<file path="src/rtl/i2c_slave_regs_if.sv">
// Split T/I/O pad bundle for SCL and SDA as seen from the target side of an I2C hub.
// The slave modport reads the pad levels and drives the open-drain controls.
interface i2c_slave_regs_if;
  logic scl_I;
  logic scl_O;
  logic scl_T;
  logic sda_I;
  logic sda_O;
  logic sda_T;

  modport slave  (input scl_I, sda_I, output scl_O, scl_T, sda_O, sda_T);
  modport master (output scl_I, sda_I, input scl_O, scl_T, sda_O, sda_T);
endinterface

</file>
<file path="src/rtl/i2c_slave_regs.sv">
// I2C target with a byte register file, pointer auto-increment and open-drain SDA only.
// Acts ~6 clk after a pad edge (2-FF sync + FILT_LEN filter + edge detect); never stretches SCL.
module i2c_slave_regs #(
  parameter logic [6:0] SLV_ADDR = 7'h50,
  parameter int         NUM_REGS = 16,
  parameter int         PTR_W    = 4,
  parameter int         FILT_LEN = 3
) (
  input  logic                  clk,
  input  logic                  rst,
  i2c_slave_regs_if.slave       bus,
  output logic [8*NUM_REGS-1:0] regs_flat,
  output logic                  wr_stb,
  output logic [PTR_W-1:0]      wr_ptr,
  output logic                  busy
);

  localparam int FC_W = $clog2(FILT_LEN + 1);

  typedef enum logic [2:0] {
    S_IDLE,
    S_ADDR,
    S_ADDR_ACK,
    S_WR_BYTE,
    S_WR_ACK,
    S_RD_BYTE,
    S_RD_ACK
  } state_t;

  // Index 0 carries SCL, index 1 carries SDA.
  logic [1:0]      raw;
  logic [1:0]      s1_q, s2_q, f_q, fd_q;
  logic [FC_W-1:0] fcnt_q [2];

  state_t          state_q;
  logic [3:0]      bit_cnt_q;
  logic [7:0]      sh_q;
  logic            rw_q;
  logic            first_q;
  logic [PTR_W-1:0] ptr_q;
  logic            sda_t_q;
  logic            busy_q;
  logic            wr_stb_q;
  logic [PTR_W-1:0] wr_ptr_q;
  logic [7:0]      regs_q [NUM_REGS];

  logic            scl_rise, scl_fall, start_c, stop_c, sda_bit, wr_fire;
  logic [7:0]      byte_in;
  logic [7:0]      reg_at_ptr;

  assign raw = {bus.sda_I, bus.scl_I};

  always_ff @(posedge clk or posedge rst) begin
    if (rst) begin
      s1_q      <= '1;
      s2_q      <= '1;
      f_q       <= '1;
      fd_q      <= '1;
      fcnt_q[0] <= '0;
      fcnt_q[1] <= '0;
    end else begin
      s1_q <= raw;
      s2_q <= s1_q;
      fd_q <= f_q;
      for (int i = 0; i < 2; i++) begin
        if (s2_q[i] == f_q[i]) begin
          fcnt_q[i] <= '0;
        end else if (fcnt_q[i] == FC_W'(FILT_LEN - 1)) begin
          f_q[i]    <= s2_q[i];
          fcnt_q[i] <= '0;
        end else begin
          fcnt_q[i] <= fcnt_q[i] + FC_W'(1);
        end
      end
    end
  end

  assign scl_rise   = f_q[0] & ~fd_q[0];
  assign scl_fall   = ~f_q[0] & fd_q[0];
  assign start_c    = f_q[0] & fd_q[0] & ~f_q[1] & fd_q[1];
  assign stop_c     = f_q[0] & fd_q[0] & f_q[1] & ~fd_q[1];
  assign sda_bit    = f_q[1];
  assign byte_in    = {sh_q[6:0], sda_bit};
  assign reg_at_ptr = regs_q[ptr_q];

  // A completed data byte lands in the register file regardless of a coincident STOP.
  assign wr_fire = (state_q == S_WR_BYTE) && scl_rise && (bit_cnt_q == 4'd7) && !first_q;

  always_ff @(posedge clk or posedge rst) begin
    if (rst) begin
      for (int k = 0; k < NUM_REGS; k++) regs_q[k] <= '0;
    end else if (wr_fire) begin
      regs_q[ptr_q] <= byte_in;
    end
  end

  always_ff @(posedge clk or posedge rst) begin
    if (rst) begin
      state_q   <= S_IDLE;
      bit_cnt_q <= '0;
      sh_q      <= '0;
      rw_q      <= 1'b0;
      first_q   <= 1'b1;
      ptr_q     <= '0;
      sda_t_q   <= 1'b1;
      busy_q    <= 1'b0;
      wr_stb_q  <= 1'b0;
      wr_ptr_q  <= '0;
    end else begin
      wr_stb_q <= wr_fire;
      if (wr_fire) begin
        wr_ptr_q <= ptr_q;
        ptr_q    <= ptr_q + PTR_W'(1);
      end

      if (stop_c) begin
        state_q   <= S_IDLE;
        bit_cnt_q <= '0;
        sda_t_q   <= 1'b1;
        busy_q    <= 1'b0;
      end else if (start_c) begin
        state_q   <= S_ADDR;
        bit_cnt_q <= '0;
        sda_t_q   <= 1'b1;
        first_q   <= 1'b1;
      end else begin
        case (state_q)
          S_IDLE: ;
          S_ADDR: begin
            if (scl_rise) begin
              sh_q      <= byte_in;
              bit_cnt_q <= bit_cnt_q + 4'd1;
              if (bit_cnt_q == 4'd7) begin
                bit_cnt_q <= '0;
                if (byte_in[7:1] == SLV_ADDR) begin
                  busy_q  <= 1'b1;
                  rw_q    <= byte_in[0];
                  state_q <= S_ADDR_ACK;
                end else begin
                  busy_q  <= 1'b0;
                  state_q <= S_IDLE;
                end
              end
            end
          end
          // bit_cnt_q doubles as the "ACK already driven" flag in the ACK states.
          S_ADDR_ACK, S_WR_ACK: begin
            if (scl_fall) begin
              if (bit_cnt_q == 4'd0) begin
                sda_t_q   <= 1'b0;
                bit_cnt_q <= 4'd1;
              end else begin
                bit_cnt_q <= '0;
                if (state_q == S_WR_ACK || !rw_q) begin
                  sda_t_q <= 1'b1;
                  state_q <= S_WR_BYTE;
                end else begin
                  sh_q    <= reg_at_ptr;
                  sda_t_q <= reg_at_ptr[7];
                  state_q <= S_RD_BYTE;
                end
              end
            end
          end
          S_WR_BYTE: begin
            if (scl_rise) begin
              sh_q      <= byte_in;
              bit_cnt_q <= bit_cnt_q + 4'd1;
              if (bit_cnt_q == 4'd7) begin
                bit_cnt_q <= '0;
                state_q   <= S_WR_ACK;
                if (first_q) begin
                  ptr_q   <= byte_in[PTR_W-1:0];
                  first_q <= 1'b0;
                end
              end
            end
          end
          S_RD_BYTE: begin
            if (scl_rise) begin
              bit_cnt_q <= bit_cnt_q + 4'd1;
              if (bit_cnt_q == 4'd7) ptr_q <= ptr_q + PTR_W'(1);
            end else if (scl_fall) begin
              if (bit_cnt_q == 4'd8) begin
                sda_t_q   <= 1'b1;
                bit_cnt_q <= '0;
                state_q   <= S_RD_ACK;
              end else begin
                sda_t_q <= sh_q[~bit_cnt_q[2:0]];
              end
            end
          end
          S_RD_ACK: begin
            if (scl_rise) begin
              if (!sda_bit) bit_cnt_q <= 4'd1;
              else          state_q   <= S_IDLE;
            end else if (scl_fall && bit_cnt_q == 4'd1) begin
              bit_cnt_q <= '0;
              sh_q      <= reg_at_ptr;
              sda_t_q   <= reg_at_ptr[7];
              state_q   <= S_RD_BYTE;
            end
          end
          default: state_q <= S_IDLE;
        endcase
      end
    end
  end

  always_comb begin
    regs_flat = '0;
    for (int k = 0; k < NUM_REGS; k++) regs_flat[8*k +: 8] = regs_q[k];
  end

  assign bus.scl_O = 1'b0;
  assign bus.scl_T = 1'b1;
  assign bus.sda_O = 1'b0;
  assign bus.sda_T = sda_t_q;
  assign wr_stb    = wr_stb_q;
  assign wr_ptr    = wr_ptr_q;
  assign busy      = busy_q;

endmodule

</file>
<file path="src/flat_wrapper.sv">
// flat-port wrapper written by rule: the top's interface ports become plain ports
module i2c_slave_regs_flat 
#(
  parameter logic [6:0] SLV_ADDR = 7'h50,
  parameter int         NUM_REGS = 16,
  parameter int         PTR_W    = 4,
  parameter int         FILT_LEN = 3
)
  (clk, rst, regs_flat, wr_stb, wr_ptr, busy, bus_scl_I, bus_sda_I, bus_scl_O, bus_scl_T, bus_sda_O, bus_sda_T);
  i2c_slave_regs_if bus_i ();
  input  logic clk;
  input  logic rst;
  output logic [8*NUM_REGS-1:0] regs_flat;
  output logic wr_stb;
  output logic [PTR_W-1:0] wr_ptr;
  output logic busy;
  input wire logic [$bits(bus_i.scl_I)-1:0] bus_scl_I;
  input wire logic [$bits(bus_i.sda_I)-1:0] bus_sda_I;
  output wire logic [$bits(bus_i.scl_O)-1:0] bus_scl_O;
  output wire logic [$bits(bus_i.scl_T)-1:0] bus_scl_T;
  output wire logic [$bits(bus_i.sda_O)-1:0] bus_sda_O;
  output wire logic [$bits(bus_i.sda_T)-1:0] bus_sda_T;
  assign bus_i.scl_I = bus_scl_I;
  assign bus_i.sda_I = bus_sda_I;
  assign bus_scl_O = bus_i.scl_O;
  assign bus_scl_T = bus_i.scl_T;
  assign bus_sda_O = bus_i.sda_O;
  assign bus_sda_T = bus_i.sda_T;
  i2c_slave_regs #(.SLV_ADDR(SLV_ADDR), .NUM_REGS(NUM_REGS), .PTR_W(PTR_W), .FILT_LEN(FILT_LEN)) u_core (.clk(clk), .rst(rst), .bus(bus_i), .regs_flat(regs_flat), .wr_stb(wr_stb), .wr_ptr(wr_ptr), .busy(busy));
endmodule
</file>
<file path="config.mk">
export PLATFORM = sky130hd
export DESIGN_NAME = i2c_slave_regs_flat
export DESIGN_NICKNAME = d
export VERILOG_FILES = /design/src/rtl/i2c_slave_regs_if.sv /design/src/rtl/i2c_slave_regs.sv /design/src/flat_wrapper.sv
export SDC_FILE = /design/constraint.sdc
export NUM_CORES = 1
export LEC_CHECK = 0
export CAP_MARGIN = 20
export CORE_ASPECT_RATIO = 0.9
export CORE_MARGIN = 1.5
export CORE_UTILIZATION = 40
export CTS_CLUSTER_SIZE = 30
export DETAILED_ROUTE_END_ITERATION = 8
export HOLD_SLACK_MARGIN = 0.06
export PLACE_DENSITY = 0.74
export SLEW_MARGIN = 20
export SYNTH_ARGS = -nofsm -noshare
export SYNTH_HDL_FRONTEND = slang
export SYNTH_SLANG_ARGS = --single-unit
</file>
<file path="constraint.sdc">
create_clock -name clk -period 10.6 [get_ports clk]
set_input_delay 1.59 -clock clk [delete_from_list [all_inputs] [get_ports clk]]
set_output_delay 1.59 -clock clk [all_outputs]
set_load 0.005 [all_outputs]
</file>
==> results of run 1 <==
## per-stage QoR
step / util / cell area [µm²]
floorplan: - / 8411
global placement: 0.4803 / 9946
detailed placement: 0.4803 / 9946
CTS: 0.5066 / 10490
global route: 0.5068 / 10490
finish: 0.5068 / 10490
## worst max-delay path by stage
stage,cells after the start,end,from,slack (ps)
floorplan,1,u_core.bit_cnt_q[0],rst,4480
global placement,3,u_core.ptr_q[0],rst,6940
detailed placement,3,u_core.ptr_q[0],rst,6920
CTS,3,u_core.ptr_q[0],rst,7380
global route,6,u_core.regs_flat[119],u_core.state_q[0],7270
finish,7,u_core.regs_flat[114],u_core.bit_cnt_q[0],7440
## synth_stat cells (12+ instances only)
master | n | area share
inv_1 | 13 | 0.0058
a21oi_1 | 15 | 0.0089
clkbuf_1 | 24 | 0.011
nor2_1 | 15 | 0.0067
buf_2 | 13 | 0.0077
nand3_4 | 12 | 0.025
nand2_1 | 41 | 0.018
mux2i_1 | 13 | 0.015
mux2_2 | 112 | 0.15
mux4_2 | 41 | 0.11
o21ai_0 | 42 | 0.025
dfrtp_1 | 158 | 0.47
## report_power, final
group	internal, µW	leakage (µW)	switching [µW]	total [µW]
Combinational	70.7	0.00192	113	184
Clock	315	0.000266	263	578
Sequential	673	0.00230	50.7	723
Total	1060	0.00449	427	1490
## cell usage in the layout (no fill, tap or decap), types with 12 or more instances in the layout
master and instances:
dfrtp_1 156, clkdlybuf4s50_1 138, mux2_2 112, o21ai_0 42, nand2_1 41, mux4_2 41
clkbuf_16 17, nor2_1 15, a21oi_1 15, mux2i_1 13, inv_1 12, nand3_4 12
## final cells by class
type,count,area (µm²)
fill,1787,10210
tap,286,357.8
multi-input combinational,398,3896
clock inverter,11,88.84
sequential,168,4219
clock buffer,20,456.7
timing repair buffer,143,1419
inverter,13,56.30
## registers in the layout, indices dropped and copies added, names as in the netlist
name / flops
u_core.s1_q: 2
u_core.wr_stb: 1
u_core.state_q: 3
u_core.bus.sda_T: 1
u_core.sh_q: 8
u_core.fd_q: 2
u_core.regs_flat: 128
u_core.fcnt_q: 4
u_core.wr_ptr: 4
u_core.f_q: 2
u_core.s2_q: 2
u_core.rw_q: 1
u_core.bit_cnt_q: 4
u_core.busy: 1
u_core.first_q: 1
u_core.ptr_q: 4
## worst register-to-register path: cells and delay by family (launching register included)
family / cells / cell delay [ps]
and+or+nand+nor: 4 / 1370
buffers and inverters: 1 / 430
adders and majority gates: 1 / 260
muxes: 1 / 480
DFF: 1 / 510
## kinds of logic after synthesis
logic type / synth area share
DFF: 0.5016
adders and majority gates: 0.01042
other: 0.0008933
and+or+nand+nor: 0.09198
xor gates and xnor gates: 0.01027
AOI/OAI and AO/OA: 0.06340
buffers and inverters: 0.03542
muxes: 0.2861
## layer usage
metal / part of all wire / vias to the layer above
li1: - / 2549
met5: 0 / -
met1: 0.46 / 2929
met4: 0.0090 / 0
met3: 0.061 / 12
met2: 0.47 / 179
==> flow_metrics.py, run 1 <==
metrics = {
    "logic_synthesis": {
        "syn_avg_cell_area_um2": 13.37,
        "synth_flop_cell": "dfrtp_1",
        "syn_inst": 629,
        "yosys_warnings": 0,
        "synth_area_um2": 8407,
        "synthArstFlopShare": 1.000,
        "synth_edf_count": 0,
        "synth_cell_types": 59,
        "ys_seq_elements": 168,
        "seq_area_frac_synth": 0.5016,
    },
    "global_route": {
        "grt_util_met1": 0.3004,
        "grt.busiest_layer": "met2",
        "grt_pass1_wl_um": 33680,
        "globalRouteTotalUtil": 0.2057,
        "grt_pass1_vias": 5582,
        "grt_max_degree": 118,
        "grt_use_met3": 0.05074,
        "globalRouteMet2Util": 0.3104,
        "antenna_found_initial": 0,
        "gr-total-overflow": 0,
    },
    "sta": {
        "min_period_ps": 3162,
        "drv_slew": 0,
        "setup_slack_ps": 7438,
        "setup_violations": 0,
        "fin_tns_setup_ps": 0,
        "max_freq_ghz": 0.3163,
        "tightest_slew_ps": 1026,
        "fin_hold_ws_ps": 356.9,
        "fin_crit_sh": 0.2983,
        "maxSlewHeadroom": 0.3158,
        "fin_skew_ps": 12.22,
        "rsz0062_at_grt": "false",
        "hold_viol_final": 0,
    },
    "critical_path": {
        "r2r_start": "u_core.bit_cnt_q[0]",
        "worst-path-max-fanout": 22,
        "r2r-end": "u_core.regs_flat[114]",
        "path_buf_inv": 1,
        "cpPeakStageDelay_ps": 580,
        "crit_family": "simple AND/OR/NAND/NOR gates",
        "arrival_ps": 3470,
        "worstPathRequired_ps": 10900,
        "crit_slowest_cell": "nand4_1",
        "setup.reg_to_reg.worst_slack_ps": 7440,
        "start_kind": "flop",
        "crit_type": "flop to flop",
        "r2r_cells": 7,
        "crit_chain": "ha_1 > nand3b_1 > or2_1 > nor3_4 > buf_4 > nand4_1 > mux2_2",
        "cp-end-kind": "flop",
    },
    "placed_design": {
        "place_ws_ps": 6924,
        "place.gp.congestion": 0.8379,
        "place_hpwl_um": 14750,
        "dp_cells": 1008,
        "io_buffers": 138,
    },
    "finish": {
        "final_cells": 1039,
        "area_growth_syn_to_layout_pct": 24.82,
        "diodes": 0,
        "drive_gt1_frac": 0.2961,
        "final_nets": 752,
    },
    "floorplan": {
        "coreArea_um2": 20710,
        "io_pins": 142,
        "row_count": 50,
        "chipWidth_um": 155.8,
        "dieArea_um2": 21900,
        "die_h_um": 140.5,
        "start_util": 0.4060,
    },
    "clock_tree": {
        "tritoncts": "yes",
        "cts_root_buffer": "clkbuf_16",
        "cts_hold_buf": 0,
        "cts_max_level": 4,
        "cts.sinks": 168,
        "cts_setup_buffers": 0,
        "clk_path_buf_depth": 2,
        "clkTransAtPathRegs_ps": 70,
        "cts_resized": 0,
        "clkLatencyLatePin_ps": 420,
        "cts_buffers": 17,
    },
    "drt": {
        "route.detailed.drc": 0,
        "drt_iter0_markers": 406,
        "first_pass_iters": 5,
        "totalWireLength_um": 21770,
        "ant_nets": 0,
        "wire_per_inst_um": 20.95,
        "vias_per_cell": 5.456,
        "vias": 5669,
    },
    "worst_hold_path": {
        "holdPathEnd": "u_core.s2_q[0]",
        "min_from": "u_core.s1_q[0]",
        "min_path_cells": 0,
        "min_path_type": "flop to flop",
    },
    "power_and_ir_drop": {
        "power.density_nw_per_um2": 141.6,
        "irDropWorstVdd_uv": 96.40,
        "power.leakage_uw": 0.004488,
        "power_uw": 1486,
    },
    "run_status": {
        "status": "finished, final reports clean",
    },
    "job": {
        "max_cap_violations": 0,
    },
}
(Power assumes the default switching activity.)
==> run 2, diff against run 1 <==
==> constraint.sdc (replaced) <==
create_clock -name clk -period 3.2 [get_ports clk]
set_input_delay 0.48 -clock clk [delete_from_list [all_inputs] [get_ports clk]]
set_output_delay 0.48 -clock clk [all_outputs]
set_load 0.005 [all_outputs]
==> flow_metrics.py, run 2 (synthesis gave the netlist of run 1 again) <==
metrics = {
    "critical_path": {
        "cp-end-kind": "flop",
        "worstPathRequired_ps": 3510,
        "crit_type": "flop to flop",
        "start_kind": "flop",
        "worst-path-max-fanout": 14,
        "arrival_ps": 2990,
    },
    "sta": {
        "fin_tns_setup_ps": 0,
        "min_period_ps": 2677,
        "max_freq_ghz": 0.3735,
        "hold_viol_final": 0,
        "fin_crit_sh": 0.8367,
        "rsz0062_at_grt": "false",
        "setup_slack_ps": 522.6,
        "drv_slew": 0,
        "fin_hold_ws_ps": 360.7,
        "setup_violations": 0,
        "tightest_slew_ps": 799.9,
        "maxSlewHeadroom": 0.4667,
        "fin_skew_ps": 17.72,
    },
    "power_and_ir_drop": {
        "p_int_uw": 3603,
        "swShare": 0.2933,
        "power.leakage_uw": 0.004605,
        "irDropWorstVdd_uv": 344.3,
        "p_comb_frac": 0.134,
        "p_clk_frac": 0.402,
        "p_sw_uw": 1495,
        "pwr-share-seq": 0.464,
        "power.density_nw_per_um2": 476.1,
    },
    "drt": {
        "wire_per_inst_um": 21.57,
        "vias": 5920,
        "ant_nets": 0,
        "vias_per_cell": 5.585,
        "drt_iter0_markers": 528,
        "totalWireLength_um": 22860,
        "route.detailed.drc": 0,
        "first_pass_iters": 6,
    },
    "floorplan": {
        "coreArea_um2": 20710,
        "chipWidth_um": 155.8,
        "start_util": 0.4060,
        "row_count": 50,
        "io_pins": 142,
        "dieArea_um2": 21900,
        "die_h_um": 140.5,
    },
    "finish": {
        "diodes": 0,
        "final_cells": 1060,
        "area_growth_syn_to_layout_pct": 27.37,
        "final_common_cell": "dfrtp_1",
        "register_area_um2": 4219,
        "largest_register_ff_count": 128,
        "fin_util": 0.5171,
        "final_nets": 772,
        "fill_cells": 1759,
        "drive_gt1_frac": 0.3152,
        "layout_common_cells": "dfrtp_1, clkdlybuf4s50_1, mux2_2, o21ai_0",
        "multi_input_area_um2": 3896,
    },
    "clock_tree": {
        "tritoncts": "yes",
        "clkLatencyLatePin_ps": 440,
        "cts_buffers": 17,
        "cts_setup_buffers": 0,
        "cts.sinks": 168,
        "cts_root_buffer": "clkbuf_16",
        "cts_hold_buf": 0,
        "cts_max_level": 4,
        "clk_path_buf_depth": 2,
        "clkTransAtPathRegs_ps": 70,
        "cts_resized": 0,
    },
    "worst_hold_path": {
        "min_path_type": "flop to flop",
    },
    "global_route": {
        "grt_pass1_wl_um": 35880,
        "grt_max_degree": 95,
        "antenna_found_initial": 0,
        "grt_pass1_vias": 5986,
        "globalRouteTotalUtil": 0.2172,
        "gr-total-overflow": 0,
    },
    "placed_design": {
        "dp_cells": 1028,
        "place.gp.congestion": 0.8766,
        "place_ws_ps": 552.5,
        "place_hpwl_um": 15860,
        "io_buffers": 138,
    },
    "job": {
        "max_cap_violations": 0,
    },
    "run_status": {
        "status": "finished, final reports clean",
    },
}
[run 2: changes by cell type in the layout (fill, tap and decap cells not counted)]
cell and change:
inv_6 +1, clkinv_2 -1, buf_12 +3, clkinvlp_4 +2
buf_4 +17, clkbuf_8 -1, bufinv_16 +1, clkinv_4 -1
[run 2: through the flow]
| stage | power (µW) | area (µm²) |
|---|---|---|
| 6_report | 5098 | 10710 |
| 5_1_grt | 5285 | 10710 |
| 4_1_cts | 5107 | 10710 |
| 3_5_place_dp | 3078 | 10130 |
| 3_3_place_gp | 3063 | 10130 |
| 2_1_floorplan | 2901 | 8414 |
[run 2: per-layer routing]
layer | GRT usage | up-vias | share of wire
li1 | - | 2594 | -
met1 | 0.3039 | 3050 | 0.45
met2 | 0.3294 | 241 | 0.46
met3 | 0.05415 | 35 | 0.073
met4 | 0.07619 | 0 | 0.024
met5 | 0 | - | 0
[run 2: power groups by stage]
stage / combinational [µW] / sequential [µW] / clock, µW
after floorplan: 571 / 2330 / 0
final: 683 / 2370 / 2050
after global routing: 752 / 2380 / 2150
after CTS: 679 / 2370 / 2060
after detailed placement: 673 / 2400 / 0
after global placement: 664 / 2400 / 0
[run 2: cell type report]
| type | count | area share |
|---|---|---|
| clock inverters | 13 | 0.01239 |
| multi-input cells | 398 | 0.3639 |
| inverters | 13 | 0.004908 |
| clock buffers | 19 | 0.04136 |
| well taps | 286 | 0.03342 |
| repair buffers | 163 | 0.1500 |
| flip-flops and latches | 168 | 0.3940 |
[run 2: path summary, 6_finish.rpt]
path / end / cells past startpoint / from / slack [ps]
setup / recovery: u_core.regs_flat[14] / 6 / u_core.f_q[0] / 520
hold / removal: u_core.s2_q[1] / 0 / u_core.s1_q[1] / 360
setup reg to reg: u_core.regs_flat[14] / 6 / u_core.f_q[0] / 520
hold reg to reg: u_core.s2_q[1] / 0 / u_core.s1_q[1] / 360
max in group asynchronous: u_core.regs_flat[122] / 3 / rst / 2000
min in group asynchronous: u_core.regs_flat[111] / 2 / rst / 390
[run 2: critical path: stages, from the launching register on]
cell and delay (ps):
dfstp_2 680, nand2b_1 170, or2_1 310, nor3_4 360, buf_4 390, nand3_2 280
mux2_2 350
==> run 3, diff against run 2 <==
==> constraint.sdc (replaced) <==
create_clock -name clk -period 2.61 [get_ports clk]
set_input_delay 0.3915 -clock clk [delete_from_list [all_inputs] [get_ports clk]]
set_output_delay 0.3915 -clock clk [all_outputs]
set_load 0.005 [all_outputs]
==> flow_metrics.py, run 3 (synthesis gave the netlist of run 1 again) <==
metrics = {
    "critical_path": {
        "worstPathRequired_ps": 2920,
        "cp-end-kind": "flop",
        "cpPeakStageDelay_ps": 440,
        "worst-path-max-fanout": 13,
        "crit_type": "flop to flop",
        "crit_family": "simple AND/OR/NAND/NOR gates",
        "crit_slowest_cell": "dfrtp_1",
        "path_buf_inv": 1,
        "start_kind": "flop",
        "arrival_ps": 2660,
        "crit_chain": "ha_1 > nand3b_1 > or2_1 > nor3_4 > buf_12 > nand3_2 > mux2_2",
    },
    "sta": {
        "fin_tns_setup_ps": 0,
        "min_period_ps": 2355,
        "max_freq_ghz": 0.4246,
        "tightest_slew_ps": 728.3,
        "fin_crit_sh": 0.9023,
        "fin_skew_ps": 11.55,
        "hold_viol_final": 0,
        "rsz0062_at_grt": "false",
        "setup_violations": 0,
        "drv_slew": 0,
        "maxSlewHeadroom": 0.5135,
    },
    "drt": {
        "wire_per_inst_um": 21.51,
        "drt_iter0_markers": 551,
        "route.detailed.drc": 0,
        "vias": 5950,
        "first_pass_iters": 5,
        "totalWireLength_um": 22990,
        "vias_per_cell": 5.566,
        "ant_nets": 0,
    },
    "placed_design": {
        "dp_cells": 1037,
        "io_buffers": 138,
        "place_hpwl_um": 16010,
        "place.gp.congestion": 0.9000,
    },
    "finish": {
        "layout_common_cells": "dfrtp_1, clkdlybuf4s50_1, mux2_2, o21ai_0",
        "register_area_um2": 4219,
        "area_growth_syn_to_layout_pct": 28.47,
        "diodes": 0,
        "largest_register_ff_count": 128,
        "final_nets": 781,
        "multi_input_area_um2": 3896,
        "fill_cells": 1727,
        "drive_gt1_frac": 0.3218,
        "final_cells": 1069,
        "final_common_cell": "dfrtp_1",
    },
    "worst_hold_path": {
        "min_path_type": "flop to flop",
    },
    "clock_tree": {
        "cts_buffers": 17,
        "cts_resized": 0,
        "cts_setup_buffers": 0,
        "clkLatencyLatePin_ps": 430,
        "cts.sinks": 168,
        "cts_max_level": 4,
        "clk_path_buf_depth": 2,
        "cts_root_buffer": "clkbuf_16",
        "cts_hold_buf": 0,
        "clkTransAtPathRegs_ps": 70,
        "tritoncts": "yes",
    },
    "floorplan": {
        "coreArea_um2": 20710,
        "row_count": 50,
        "die_h_um": 140.5,
        "io_pins": 142,
        "chipWidth_um": 155.8,
        "start_util": 0.4060,
        "dieArea_um2": 21900,
    },
    "global_route": {
        "grt_max_degree": 120,
        "gr-total-overflow": 0,
        "grt_pass1_vias": 5923,
        "grt_pass1_wl_um": 35750,
        "globalRouteTotalUtil": 0.2177,
        "antenna_found_initial": 0,
    },
    "power_and_ir_drop": {
        "power.leakage_uw": 0.004652,
        "power.density_nw_per_um2": 583.0,
        "irDropWorstVdd_uv": 455.3,
    },
    "run_status": {
        "status": "finished, final reports clean",
    },
    "job": {
        "max_cap_violations": 0,
    },
}
run 3: path summary, 6_finish.rpt:
check                                    start                   end  slack (ps)  depth (start not counted)
min reg2reg                     u_core.s1_q[1]        u_core.s2_q[1]         350                          0
min                             u_core.s1_q[1]        u_core.s2_q[1]         350                          0
max                        u_core.bit_cnt_q[1]  u_core.regs_flat[12]         260                          7
max in group asynchronous                  rst       u_core.ptr_q[1]        1570                          3
min in group asynchronous                  rst  u_core.regs_flat[79]         490                          3
max reg2reg                u_core.bit_cnt_q[1]  u_core.regs_flat[12]         260                          7
run 3: power breakdown:
group          switching [µW]  leakage (µW)  internal, µW
sequential                130       0.00230          2730
clock                    1080      0.000276          1450
combinational             572       0.00207           337
run 3: worst register-to-register path: cells and delay by family (launching register included):
| family | cells | cell delay [ps] |
|---|---|---|
| buffers and inverters | 1 | 230 |
| flip-flops | 1 | 440 |
| adder cells (fa/ha/maj) | 1 | 230 |
| multiplexers | 1 | 370 |
| AND/OR/NAND/NOR | 4 | 960 |
run 3: per-layer routing:
| layer | wire (µm) | share of wire | global-route usage | up-vias |
|---|---|---|---|---|
| met5 | 0 | 0 | 0 | - |
| li1 | - | - | - | 2600 |
| met3 | 1683 | 0.073 | 0.05538 | 37 |
| met4 | 455 | 0.020 | 0.06466 | 0 |
| met1 | 10300 | 0.45 | 0.3068 | 3083 |
| met2 | 10560 | 0.46 | 0.3319 | 230 |
run 3: layout make-up:
| cell class | count | share of cell area |
|---|---|---|
| Sequential cell | 168 | 0.3906 |
| Multi-Input combinational cell | 398 | 0.3607 |
| Timing Repair Buffer | 172 | 0.1562 |
| Clock buffer | 20 | 0.04136 |
| Tap cell | 286 | 0.03313 |
| Clock inverter | 12 | 0.01309 |
| Inverter | 13 | 0.004866 |
run 3: stage by stage:
| stage | setup WS [ps] | power (µW) | util | instance area [µm²] | hold WS (ps) |
|---|---|---|---|---|---|
| after floorplan | 85.93 | 3557 | - | 8414 | 345.2 |
| after global placement | 350.0 | 3792 | 0.4932 | 10210 | 346.3 |
| after detailed placement | 303.3 | 3807 | 0.4932 | 10210 | 346.8 |
| after CTS | 260.6 | 6317 | 0.5216 | 10800 | 353.5 |
| after global routing | 106.2 | 6537 | 0.5216 | 10800 | 352.0 |
| final | 255.0 | 6297 | 0.5216 | 10800 | 351.5 |
